**src/rtl/mems_pkg.sv**
```systemverilog
// Shared definitions for the MEMS frame reader slice.
//   state_t          : reader FSM states
//   DEF_FRAME_WORDS  : default words per frame (matches the buffer writer fill range)
//   DEF_FIFO_DEPTH   : default output FIFO depth
//   cnt_w(n)         : bits needed to hold the values 0..n
package mems_pkg;

  typedef enum logic [1:0] {IDLE, ISSUE, DRAIN} state_t;

  localparam int DEF_FRAME_WORDS = 4095;
  localparam int DEF_FIFO_DEPTH  = 8;

  function automatic int cnt_w(input int n);
    return $clog2(n + 1);
  endfunction

endpackage

```
**src/rtl/mems_frame_reader_if.sv**
```systemverilog
// Bus bundle for the frame reader: Avalon-MM read master side plus the
// outgoing valid/ready stream.
//   master : the reader (drives address/read and the stream)
//   slave  : memory + stream sink (drives readdata/readdatavalid/waitrequest, st_ready)
interface mems_frame_reader_if #(
  parameter int DATA_WIDTH = 32,
  parameter int ADDR_WIDTH = 32
);
  logic [ADDR_WIDTH-1:0] address;
  logic                  read;
  logic [DATA_WIDTH-1:0] readdata;
  logic                  readdatavalid;
  logic                  waitrequest;
  logic [DATA_WIDTH-1:0] st_data;
  logic                  st_valid;
  logic                  st_ready;
  logic                  st_sop;
  logic                  st_eop;

  modport master (
    output address, read, st_data, st_valid, st_sop, st_eop,
    input  readdata, readdatavalid, waitrequest, st_ready
  );

  modport slave (
    input  address, read, st_data, st_valid, st_sop, st_eop,
    output readdata, readdatavalid, waitrequest, st_ready
  );
endinterface

```
**src/rtl/mems_stream_fifo.sv**
```systemverilog
// Synchronous FIFO between Avalon read returns and the output stream.
// Ports: clock, reset (sync, active low), push/din, pop/dout (show-ahead head),
// full, empty, count. Push on a full FIFO is taken when a pop happens in the
// same cycle; pop on empty is ignored. DEPTH must be a power of two.
module mems_stream_fifo
  import mems_pkg::*;
#(
  parameter  int WIDTH = 32,
  parameter  int DEPTH = DEF_FIFO_DEPTH,
  localparam int CW    = cnt_w(DEPTH),
  localparam int AW    = $clog2(DEPTH)
) (
  input  logic             clock,
  input  logic             reset,
  input  logic             push,
  input  logic [WIDTH-1:0] din,
  input  logic             pop,
  output logic [WIDTH-1:0] dout,
  output logic             full,
  output logic             empty,
  output logic [CW-1:0]    count
);

  logic [WIDTH-1:0] mem [DEPTH];
  logic [AW-1:0]    wp, rp;
  logic             do_push, do_pop;

  assign empty   = (count == '0);
  assign full    = (count == CW'(DEPTH));
  assign do_pop  = pop && !empty;
  assign do_push = push && (!full || do_pop);
  assign dout    = mem[rp];

  // Pointers wrap naturally because DEPTH is a power of two.
  always_ff @(posedge clock) begin
    if (!reset) begin
      wp    <= '0;
      rp    <= '0;
      count <= '0;
    end else begin
      if (do_push) wp <= wp + 1'b1;
      if (do_pop)  rp <= rp + 1'b1;
      count <= count + CW'(do_push) - CW'(do_pop);
    end
  end

  always_ff @(posedge clock) begin
    if (do_push) mem[wp] <= din;
  end

endmodule

```
**src/rtl/mems_frame_reader.sv**
```systemverilog
// Avalon-MM read master that fetches one frame (words 0..FRAME_WORDS-1) per
// accepted start pulse and streams it out with sop/eop framing.
// Ports:
//   clock, reset        : clock, synchronous active-low reset
//   start               : begin a frame (ignored while busy)
//   busy                : accepted start until the eop word is handed off
//   frame_done          : one-cycle pulse after the eop handshake
//   error_count         : pattern mismatches in the current frame
//   bus (master)        : Avalon address/read/readdata/readdatavalid/waitrequest
//                         and stream st_data/st_valid/st_ready/st_sop/st_eop
// Build option: define PATTERN_CHECK_EN to compare every returned word with its
// zero-extended word index; otherwise error_count is tied to zero.
module mems_frame_reader
  import mems_pkg::*;
#(
  parameter int DATA_WIDTH  = 32,
  parameter int ADDR_WIDTH  = 32,
  parameter int FRAME_WORDS = DEF_FRAME_WORDS,
  parameter int FIFO_DEPTH  = DEF_FIFO_DEPTH
) (
  input  logic        clock,
  input  logic        reset,
  input  logic        start,
  output logic        busy,
  output logic        frame_done,
  output logic [15:0] error_count,
  mems_frame_reader_if.master bus
);

  localparam int CW = cnt_w(FIFO_DEPTH);
  localparam int IW = cnt_w(FRAME_WORDS);
  localparam logic [ADDR_WIDTH-1:0] LAST_ADDR = ADDR_WIDTH'(FRAME_WORDS - 1);
  localparam logic [IW-1:0]         LAST_IDX  = IW'(FRAME_WORDS - 1);
  localparam logic [CW:0]           DEPTH_C   = (CW + 1)'(FIFO_DEPTH);

  state_t                state, state_nx;
  logic [ADDR_WIDTH-1:0] addr_q;
  logic [CW-1:0]         outstanding, fifo_count;
  logic [IW-1:0]         out_idx;
  logic [CW:0]           inflight;
  logic                  start_ok, accept, rsp_ok, pop, eop_pop;
  logic                  fifo_full, fifo_empty;

  // Credit: words in the FIFO plus reads in flight never exceed the FIFO
  // depth, so every return has a slot. The sum cannot grow while a request
  // is stalled, so read stays asserted under waitrequest.
  assign inflight    = {1'b0, fifo_count} + {1'b0, outstanding};
  assign bus.read    = (state == ISSUE) && !fifo_full && (inflight < DEPTH_C);
  assign bus.address = addr_q;
  assign accept      = bus.read && !bus.waitrequest;
  // Returns with nothing outstanding belong to a frame killed by reset.
  assign rsp_ok      = bus.readdatavalid && (outstanding != '0);

  assign bus.st_valid = !fifo_empty;
  assign pop          = bus.st_valid && bus.st_ready;
  assign eop_pop      = pop && (out_idx == LAST_IDX);
  assign bus.st_sop   = bus.st_valid && (out_idx == '0);
  assign bus.st_eop   = bus.st_valid && (out_idx == LAST_IDX);

  assign start_ok = start && (state == IDLE);
  assign busy     = (state != IDLE);

  always_comb begin
    state_nx = state;
    unique case (state)
      IDLE:    if (start) state_nx = ISSUE;
      ISSUE:   if (accept && (addr_q == LAST_ADDR)) state_nx = DRAIN;
      DRAIN:   if (eop_pop) state_nx = IDLE;
      default: state_nx = IDLE;
    endcase
  end

  always_ff @(posedge clock) begin
    if (!reset) begin
      state       <= IDLE;
      addr_q      <= '0;
      out_idx     <= '0;
      outstanding <= '0;
      frame_done  <= 1'b0;
    end else begin
      state      <= state_nx;
      frame_done <= eop_pop;
      if (start_ok) begin
        addr_q  <= '0;
        out_idx <= '0;
      end else begin
        // Address parks on the last word once it has been accepted.
        if (accept && (addr_q != LAST_ADDR)) addr_q <= addr_q + 1'b1;
        if (pop) out_idx <= out_idx + 1'b1;
      end
      unique case ({accept, rsp_ok})
        2'b10:   outstanding <= outstanding + 1'b1;
        2'b01:   outstanding <= outstanding - 1'b1;
        default: ;
      endcase
    end
  end

  mems_stream_fifo #(
    .WIDTH (DATA_WIDTH),
    .DEPTH (FIFO_DEPTH)
  ) u_fifo (
    .clock (clock),
    .reset (reset),
    .push  (rsp_ok),
    .din   (bus.readdata),
    .pop   (pop),
    .dout  (bus.st_data),
    .full  (fifo_full),
    .empty (fifo_empty),
    .count (fifo_count)
  );

`ifdef PATTERN_CHECK_EN
  logic [IW-1:0] rsp_idx;
  logic [15:0]   err_q;

  // Returns arrive in request order, so a running count is the word index.
  always_ff @(posedge clock) begin
    if (!reset) begin
      rsp_idx <= '0;
      err_q   <= '0;
    end else if (start_ok) begin
      rsp_idx <= '0;
      err_q   <= '0;
    end else if (rsp_ok) begin
      rsp_idx <= rsp_idx + 1'b1;
      if ((bus.readdata != DATA_WIDTH'(rsp_idx)) && (err_q != 16'hFFFF))
        err_q <= err_q + 1'b1;
    end
  end

  assign error_count = err_q;
`else
  assign error_count = '0;
`endif

endmodule

```
**src/flat_wrapper.sv**
```systemverilog
// flat-port wrapper written by rule: the top's interface ports become plain ports
module mems_frame_reader_flat import mems_pkg::*;
#(
  parameter int DATA_WIDTH  = 32,
  parameter int ADDR_WIDTH  = 32,
  parameter int FRAME_WORDS = DEF_FRAME_WORDS,
  parameter int FIFO_DEPTH  = DEF_FIFO_DEPTH
)
  (clock, reset, start, busy, frame_done, error_count, bus_address, bus_read, bus_st_data, bus_st_valid, bus_st_sop, bus_st_eop, bus_readdata, bus_readdatavalid, bus_waitrequest, bus_st_ready);
  mems_frame_reader_if #(.DATA_WIDTH(DATA_WIDTH), .ADDR_WIDTH(ADDR_WIDTH)) bus_i ();
  input  logic clock;
  input  logic reset;
  input  logic start;
  output logic busy;
  output logic frame_done;
  output logic [15:0] error_count;
  output wire logic [$bits(bus_i.address)-1:0] bus_address;
  output wire logic [$bits(bus_i.read)-1:0] bus_read;
  output wire logic [$bits(bus_i.st_data)-1:0] bus_st_data;
  output wire logic [$bits(bus_i.st_valid)-1:0] bus_st_valid;
  output wire logic [$bits(bus_i.st_sop)-1:0] bus_st_sop;
  output wire logic [$bits(bus_i.st_eop)-1:0] bus_st_eop;
  input wire logic [$bits(bus_i.readdata)-1:0] bus_readdata;
  input wire logic [$bits(bus_i.readdatavalid)-1:0] bus_readdatavalid;
  input wire logic [$bits(bus_i.waitrequest)-1:0] bus_waitrequest;
  input wire logic [$bits(bus_i.st_ready)-1:0] bus_st_ready;
  assign bus_address = bus_i.address;
  assign bus_read = bus_i.read;
  assign bus_st_data = bus_i.st_data;
  assign bus_st_valid = bus_i.st_valid;
  assign bus_st_sop = bus_i.st_sop;
  assign bus_st_eop = bus_i.st_eop;
  assign bus_i.readdata = bus_readdata;
  assign bus_i.readdatavalid = bus_readdatavalid;
  assign bus_i.waitrequest = bus_waitrequest;
  assign bus_i.st_ready = bus_st_ready;
  mems_frame_reader #(.DATA_WIDTH(DATA_WIDTH), .ADDR_WIDTH(ADDR_WIDTH), .FRAME_WORDS(FRAME_WORDS), .FIFO_DEPTH(FIFO_DEPTH)) u_core (.clock(clock), .reset(reset), .start(start), .busy(busy), .frame_done(frame_done), .error_count(error_count), .bus(bus_i));
endmodule
```
**config.mk**
```make
export PLATFORM = sky130hd
export DESIGN_NAME = mems_frame_reader_flat
export DESIGN_NICKNAME = d
export VERILOG_FILES = /design/src/rtl/mems_pkg.sv /design/src/rtl/mems_frame_reader_if.sv /design/src/rtl/mems_stream_fifo.sv /design/src/rtl/mems_frame_reader.sv /design/src/flat_wrapper.sv
export SDC_FILE = /design/constraint.sdc
export NUM_CORES = 1
export LEC_CHECK = 0
export BUFFER_PORTS_ARGS = -buffer_cell sky130_fd_sc_hd__buf_2
export CORE_ASPECT_RATIO = 0.8
export CORE_MARGIN = 2
export CORE_UTILIZATION = 51
export CTS_BUF_LIST = sky130_fd_sc_hd__clkbuf_16
export DETAILED_ROUTE_END_ITERATION = 12
export GPL_TIMING_DRIVEN = 0
export PLACE_DENSITY = 0.68
export SYNTH_ARGS = -nofsm -noshare
export SYNTH_HDL_FRONTEND = slang
export SYNTH_SLANG_ARGS = --single-unit
export TNS_END_PERCENT = 10
```
**constraint.sdc**
```tcl
create_clock -name clock -period 7.4 [get_ports clock]
set_input_delay 0.74 -clock clock [delete_from_list [all_inputs] [get_ports clock]]
set_output_delay 0.74 -clock clock [all_outputs]
set_load 0.01 [all_outputs]
```
### After elaboration in Yosys (flattened, before gate mapping)

Memory sizes are Yosys's and may differ from the RTL's. A register that Yosys moved wholly into a read port is not among the register bits.
Index checks and enable logic that the tools add are counted.

| operators by class | value |
|---|---|
| $add $sub $neg | 9 |
| $lt $le $gt $ge | 1 |
| bitwise logic cells | 1 |
| equality and inequality tests | 11 |
| reductions and logical operators | 25 |
| mux-type cells | 9 |

Operators by type and width:

| operator | number |
|---|---|
| $add 32x1->32 const B | 1 |
| $eq 32x12->1 const B | 1 |
| $ne 32x12->1 const B | 1 |
| $logic_and 1x1->1 | 13 |
| $add 12x1->12 const B | 1 |
| $eq 12x12->1 const B | 1 |
| $logic_not 12->1 | 1 |
| $pmux 4 s2 | 1 |
| $add 3x1->3 const B | 2 |
| $mux 2 | 3 |
| $mux 3 | 2 |
| $pmux 2 s3 | 1 |
| $add 4x4->5 | 1 |
| $lt 5x4->1 const B | 1 |
| $add 4x1->4 | 1 |
| $add 4x1->4 const B | 1 |
| $eq 2x1->1 const B | 2 |
| $eq 2x2->1 const B | 2 |
| $eq 4x4->1 const B | 1 |
| $logic_not 4->1 | 1 |
| $ne 2x2->1 const B | 2 |
| $reduce_bool 2->1 | 2 |
| $reduce_bool 4->1 | 1 |
| $sub 4x1->4 | 1 |
| 9 further kinds | 12 |

| storage, ports and cells | value |
|---|---|
| bits in registers | 61 |
| bits in writable memories | 256 |
| memories kept | 1 |
| logic and storage cells | 65 |
| output and inout bits | 86 |

Memory list:

| memory | words | bits a word | rd ports | clocked after memory_dff | wr ports | RTL line | RTL |
|---|---|---|---|---|---|---|---|
| u_core.u_fifo.mem | 8 | 32 | 1 | 1 | 1 | mems_stream_fifo.sv:24 | `logic [WIDTH-1:0] mem [DEPTH];` |

### Logic depth before layout (Yosys ltp)

| depth | value |
|---|---|
| depth after elaboration | 8 |
| depth in mapped cells | 14 |
| mapped depth without buffers | 14 |

### Cells and area by module

Synthesis repeated with hierarchy kept, for this count alone.

| unflattened totals | value |
|---|---|
| cell total of the unflattened synthesis | 800 |
| area total of the unflattened synthesis | 13451.7 um^2 |

Modules (own cells, without submodules):

| module | cells an instance | instances | seq. area each (um^2) | area each (um^2) |
|---|---|---|---|---|
| mems_stream_fifo | 465 | 1 | 7947.6 | 10585.2 |
| mems_frame_reader | 335 | 1 | 1021.0 | 2866.5 |

### Worst setup path before layout

Ideal clock, no wire load.

| path | value |
|---|---|
| path kind | reg-to-reg |
| start | register u_core.u_fifo.count[2] |
| end | memory u_core.u_fifo.mem[2][0], enable pin |
| arrival | 3832 ps |
| setup slack | 3100 ps |
| required time | 6932 ps |
| clock period less this slack | 4300 ps |
| setup time | 468 ps |
| stages on the path, launching flop included | 9 |
| path through | dfxtp_1 inv_1 ha_1 nor3b_1 inv_1 nand2_1 a21oi_1 nand2b_1 nor3b_1 |

| on the way | value |
|---|---|
| longest elaborated chain between the ends | 8 |
| elaborated cells on any way between the ends | 10 |
| those cells by class | 1 x eq/ne; 2 x mux; 7 x reduce/logical |

RTL lines:

| item | RTL line | RTL |
|---|---|---|
| start: declaration | mems_stream_fifo.sv:21 | `output logic [CW-1:0] count` |
| start signal: assignment | mems_stream_fifo.sv:43 | `count <= count + CW'(do_push) - CW'(do_pop);` |
| $logic_not 4->1 * | mems_stream_fifo.sv:28 | `assign empty = (count == '0);` |
| $logic_not 1->1 * | mems_frame_reader.sv:54 | `assign bus.st_valid = !fifo_empty;` |
| net bus_st_valid | flat_wrapper.sv:20 | `output wire logic [$bits(bus_i.st_valid)-1:0] bus_st_valid;` |
| $logic_and 1x1->1 | mems_frame_reader.sv:55 | `assign pop = bus.st_valid && bus.st_ready;` |
| $logic_and 1x1->1 * | mems_stream_fifo.sv:30 | `assign do_pop = pop && !empty;` |
| $logic_or 1x1->1 * | mems_stream_fifo.sv:31 | `assign do_push = push && (!full \|\| do_pop);` |
| $logic_and 1x1->1 * | mems_stream_fifo.sv:31 |  |
| $mux 1 * | mems_stream_fifo.sv:48 | `if (do_push) mem[wp] <= din;` |
| $mux 1 (not written as such) * | mems_stream_fifo.sv:48 |  |
| end: declaration | mems_stream_fifo.sv:24 |  |

The timed path passes the listed nets; every way through them passes the cells marked *.

==> reports/metrics.csv <==
stage,metric,value,unit
critical_path,crit-path cells,clkbuf_1 -> buf_1 -> mux4_2 -> mux2_2 -> buf_2,
power_and_ir_drop,leakage,5.219,nW
cts,CTS tree,done,
logic_synthesis,Post-synth EDFFs,256,
global_route,global-route wire length before repair,41880,microns
sta,Final Hold Fails,0,
sta,final worst slack,3.525,ns
power_and_ir_drop,Switching Share,25.75,%
cts,Post CTS Setup Buffer Count,0,
placement,pre-CTS setup slack,3.797,ns
sta,clk_skew,0.01004,ns
cts,clk_lat worst skew,0.55,ns
logic_synthesis,Synth Cell Area,0.01310,sq mm
cts,htree depth,1,
finish,Final Util,61.28,%
sta,Max-slew headroom,26.65,%
logic_synthesis,dominant synthesized flop cell,edfxtp_1,
critical_path,CP Data Required Time,6.66,ns
sta,part of the cycle the worst path needs,52.37,%
critical_path,Worst setup SP type,flip-flop,
cts,clock transition at the registers of the reported paths,0.06,ns
cts,cts hold-fix bufs,0,
logic_synthesis,"Distinct cells, synth",53,
global_route,vias in the first global route,7374,
sta,final max-slew violation count,0,
outcome,outcome,finished clean,
cts,library cell used as clock root buffer,clkbuf_16,
critical_path,crit end category,output pin,
finish,Layout Cells excl Fill,1318,
critical_path,crit path kind,flip-flop to output pin,
placement,HPWL Detailed,17760,microns
critical_path,CP peak stage delay,0.75,ns
power_and_ir_drop,Pint,0.003458,W
floorplanning,Starting Density,51.88,%
logic_synthesis,register area share after synthesis,68.48,%
sta,f_max,258.0,MHz
cts,CTS resizes,0,
global_route,grt ovf,0,
routing,Starting DRT DRC Count,624,
sta,Worst Max-Slew Pin Slew,1.092,ns
critical_path,critical-path maximum fanout,10,
finish,Reg area,0.008969,sq mm
min_path,HP Class,input pin to flip-flop,
power_and_ir_drop,Clock power frac,34.0,%
routing,DRC,0,
placement,GP Congestion,0.8096,
routing,Pre-Repair DR Iteration Count,5,
global_route,initial antenna violation count,2,
floorplanning,# IOs,124,
routing,WL final,26980,microns
global_route,GRT Util Overall,20.38,%
cts,total CTS buffers,31,
job,maxcap violations,0,
cts,CTS Sinks,320,
routing,via count,7475,
logic_synthesis,post-synthesis async set-or-reset flop share,0,%
critical_path,critical path arrival,3.14,ns
routing,DRT antenna net count,0,
critical_path,Buf/Inv on CP,3,
power_and_ir_drop,Sequential Power Share,44.5,%
finish,share of cells above drive strength 1,31.55,%
placement,Placed Cells,1259,
critical_path,Crit path max-delay family,buffers and inverters,
finish,FILL cells,1894,
floorplanning,Chip Height,147.3,microns
sta,Setup-failing EPs final,0,
global_route,largest net degree at the start of global routing,23,
floorplanning,row count,52,
floorplanning,die extent in x,183.2,microns
power_and_ir_drop,Sw Pwr,0.001199,W
power_and_ir_drop,Comb pwr share,21.4,%
routing,routed len/inst,20.47,microns
logic_synthesis,#FFs+latches synth,320,
finish,"Area growth, synth to finish",18.11,%
floorplanning,Die ar.,0.02699,sq mm
power_and_ir_drop,VDD IR max,0.1732,mV
cts,CTS Buffer Depth,3,
sta,RSZ-0062 raised after global routing,no,
logic_synthesis,syn_area_per_cell,16.58,sq um
finish,"commonest non-fill, non-tap cell in the layout",edfxtp_1,
finish,most frequent cells in the layout,"edfxtp_1 (256), buf_2 (113), mux4_2 (64), dfxtp_1 (64), a21oi_1 (37)",
finish,Multi-input gate area,0.003911,sq mm
placement,port buffer count,107,
power_and_ir_drop,power per cell area,301.1,mW/mm^2
sta,setup_tns,0,ns
logic_synthesis,post-synthesis cell count,790,
finish,Final #Nets,1027,
routing,via/cell ratio,5.671,
floorplanning,area of the core,0.02524,sq mm
logic_synthesis,synth warn,0,
critical_path,CP max stage cell,buf_1,
sta,min Tclk post-route,3.875,ns
==> power groups by stage <==
stage	combinational, W	clock (W)	sequential, W
finish	0.000998	0.00158	0.00207
global route	0.00109	0.00169	0.00208
floorplan	0.000693	0	0.00211
global placement	0.000971	0	0.00212
CTS	0.00102	0.00162	0.00208
detailed placement	0.00101	0	0.00211
==> worst paths after layout <==
check        slack (ns)                                   to                                 from  depth (start not counted)
min                0.46   u_core.u_fifo.mem[6][25]$_DFFE_PP_                     bus_readdata[25]                          1
max                3.52                      bus_st_data[29]                            flip-flop                          5
max reg2reg        3.89   u_core.outstanding[3]$_SDFFE_PN0P_   u_core.outstanding[2]$_SDFFE_PN0P_                         12
min reg2reg        0.51  u_core.bus.address[30]$_SDFFE_PP0P_  u_core.bus.address[30]$_SDFFE_PP0P_                          2
==> sequential cells by signal, summed over array words and instances (netlist names), named ones only <==
name / count
u_core.outstanding: 4
u_core.u_fifo.wp: 3
u_core.u_fifo.mem: 256
u_core.state: 2
u_core.frame_done: 1
u_core.u_fifo.rp: 3
u_core.bus.address: 32
u_core.u_fifo.count: 4
u_core.out_idx: 12
==> cells by family after synthesis <==
logic type | count (synthesis) | synth area share, %
xor gates and xnor gates | 17 | 1.137
and+or+nand+nor | 179 | 7.919
adders and majority gates | 21 | 2.121
other | 1 | 0.02863
muxes | 96 | 13.76
AOI/OAI and AO/OA | 89 | 4.127
buffers and inverters | 67 | 2.436
DFF | 320 | 68.48
==> metal layers <==
| metal | GRT usage (%) | part of all wire [%] |
|---|---|---|
| met3 | 3.173 | 5.9 |
| met2 | 33.01 | 48 |
| met4 | 4.240 | 1.6 |
| met5 | 0 | 0 |
| met1 | 29.71 | 45 |
==> synth_stat cells, drive strengths merged, types with 2 or more instances <==
| library cell | instances | share of area (%) |
|---|---|---|
| mux4 | 64 | 11 |
| and4 | 3 | 0.20 |
| a21boi | 5 | 0.29 |
| nor4 | 7 | 0.33 |
| xnor2 | 6 | 0.40 |
| nor2 | 22 | 0.63 |
| nand2b | 3 | 0.14 |
| nand4b | 4 | 0.27 |
| dfxtp | 64 | 9.8 |
| buf | 24 | 1.2 |
| o21ai | 20 | 0.76 |
| xor2 | 11 | 0.74 |
| a21oi | 37 | 1.4 |
| nand4 | 10 | 0.53 |
| nand3b | 2 | 0.11 |
| nand3 | 23 | 0.88 |
| or4 | 16 | 0.96 |
| fa | 2 | 0.31 |
| a311oi | 2 | 0.13 |
| nand2 | 30 | 0.86 |
| edfxtp | 256 | 59 |
| o31ai | 13 | 0.75 |
| o21a | 3 | 0.17 |
| and2 | 14 | 0.67 |
| and3 | 7 | 0.33 |
| o211ai | 2 | 0.11 |
| or3 | 14 | 0.68 |
| inv | 22 | 0.63 |
| mux2 | 32 | 2.8 |
| nor3b | 8 | 0.46 |
| nor4b | 4 | 0.27 |
| nor3 | 7 | 0.27 |
| a211oi | 2 | 0.11 |
| a21o | 2 | 0.11 |
| ha | 19 | 1.8 |
| clkbuf | 20 | 0.57 |
==> through the flow <==
stage / power [W] / cell area [sq um] / hold slack, ns
after floorplan: 0.002799 / 13150 / 0.4595
after global placement: 0.003093 / 14090 / 0.4874
after detailed placement: 0.003125 / 14430 / 0.4980
after CTS: 0.004714 / 15460 / 0.4340
after global routing: 0.004860 / 15470 / 0.4487
final: 0.004658 / 15470 / 0.4550
==> final cells by class <==
cell class	count	share of cell area, %
Tap cell	324	2.621
Sequential cell	320	57.97
Antenna cell	2	0.03235
Timing Repair Buffer	130	5.322
Clock buffer	31	5.015
Inverter	23	0.5581
Clock inverter	26	1.690
Buffer	44	1.504
Multi-Input combinational cell	418	25.28
Power figures use the tool's default switching activity.
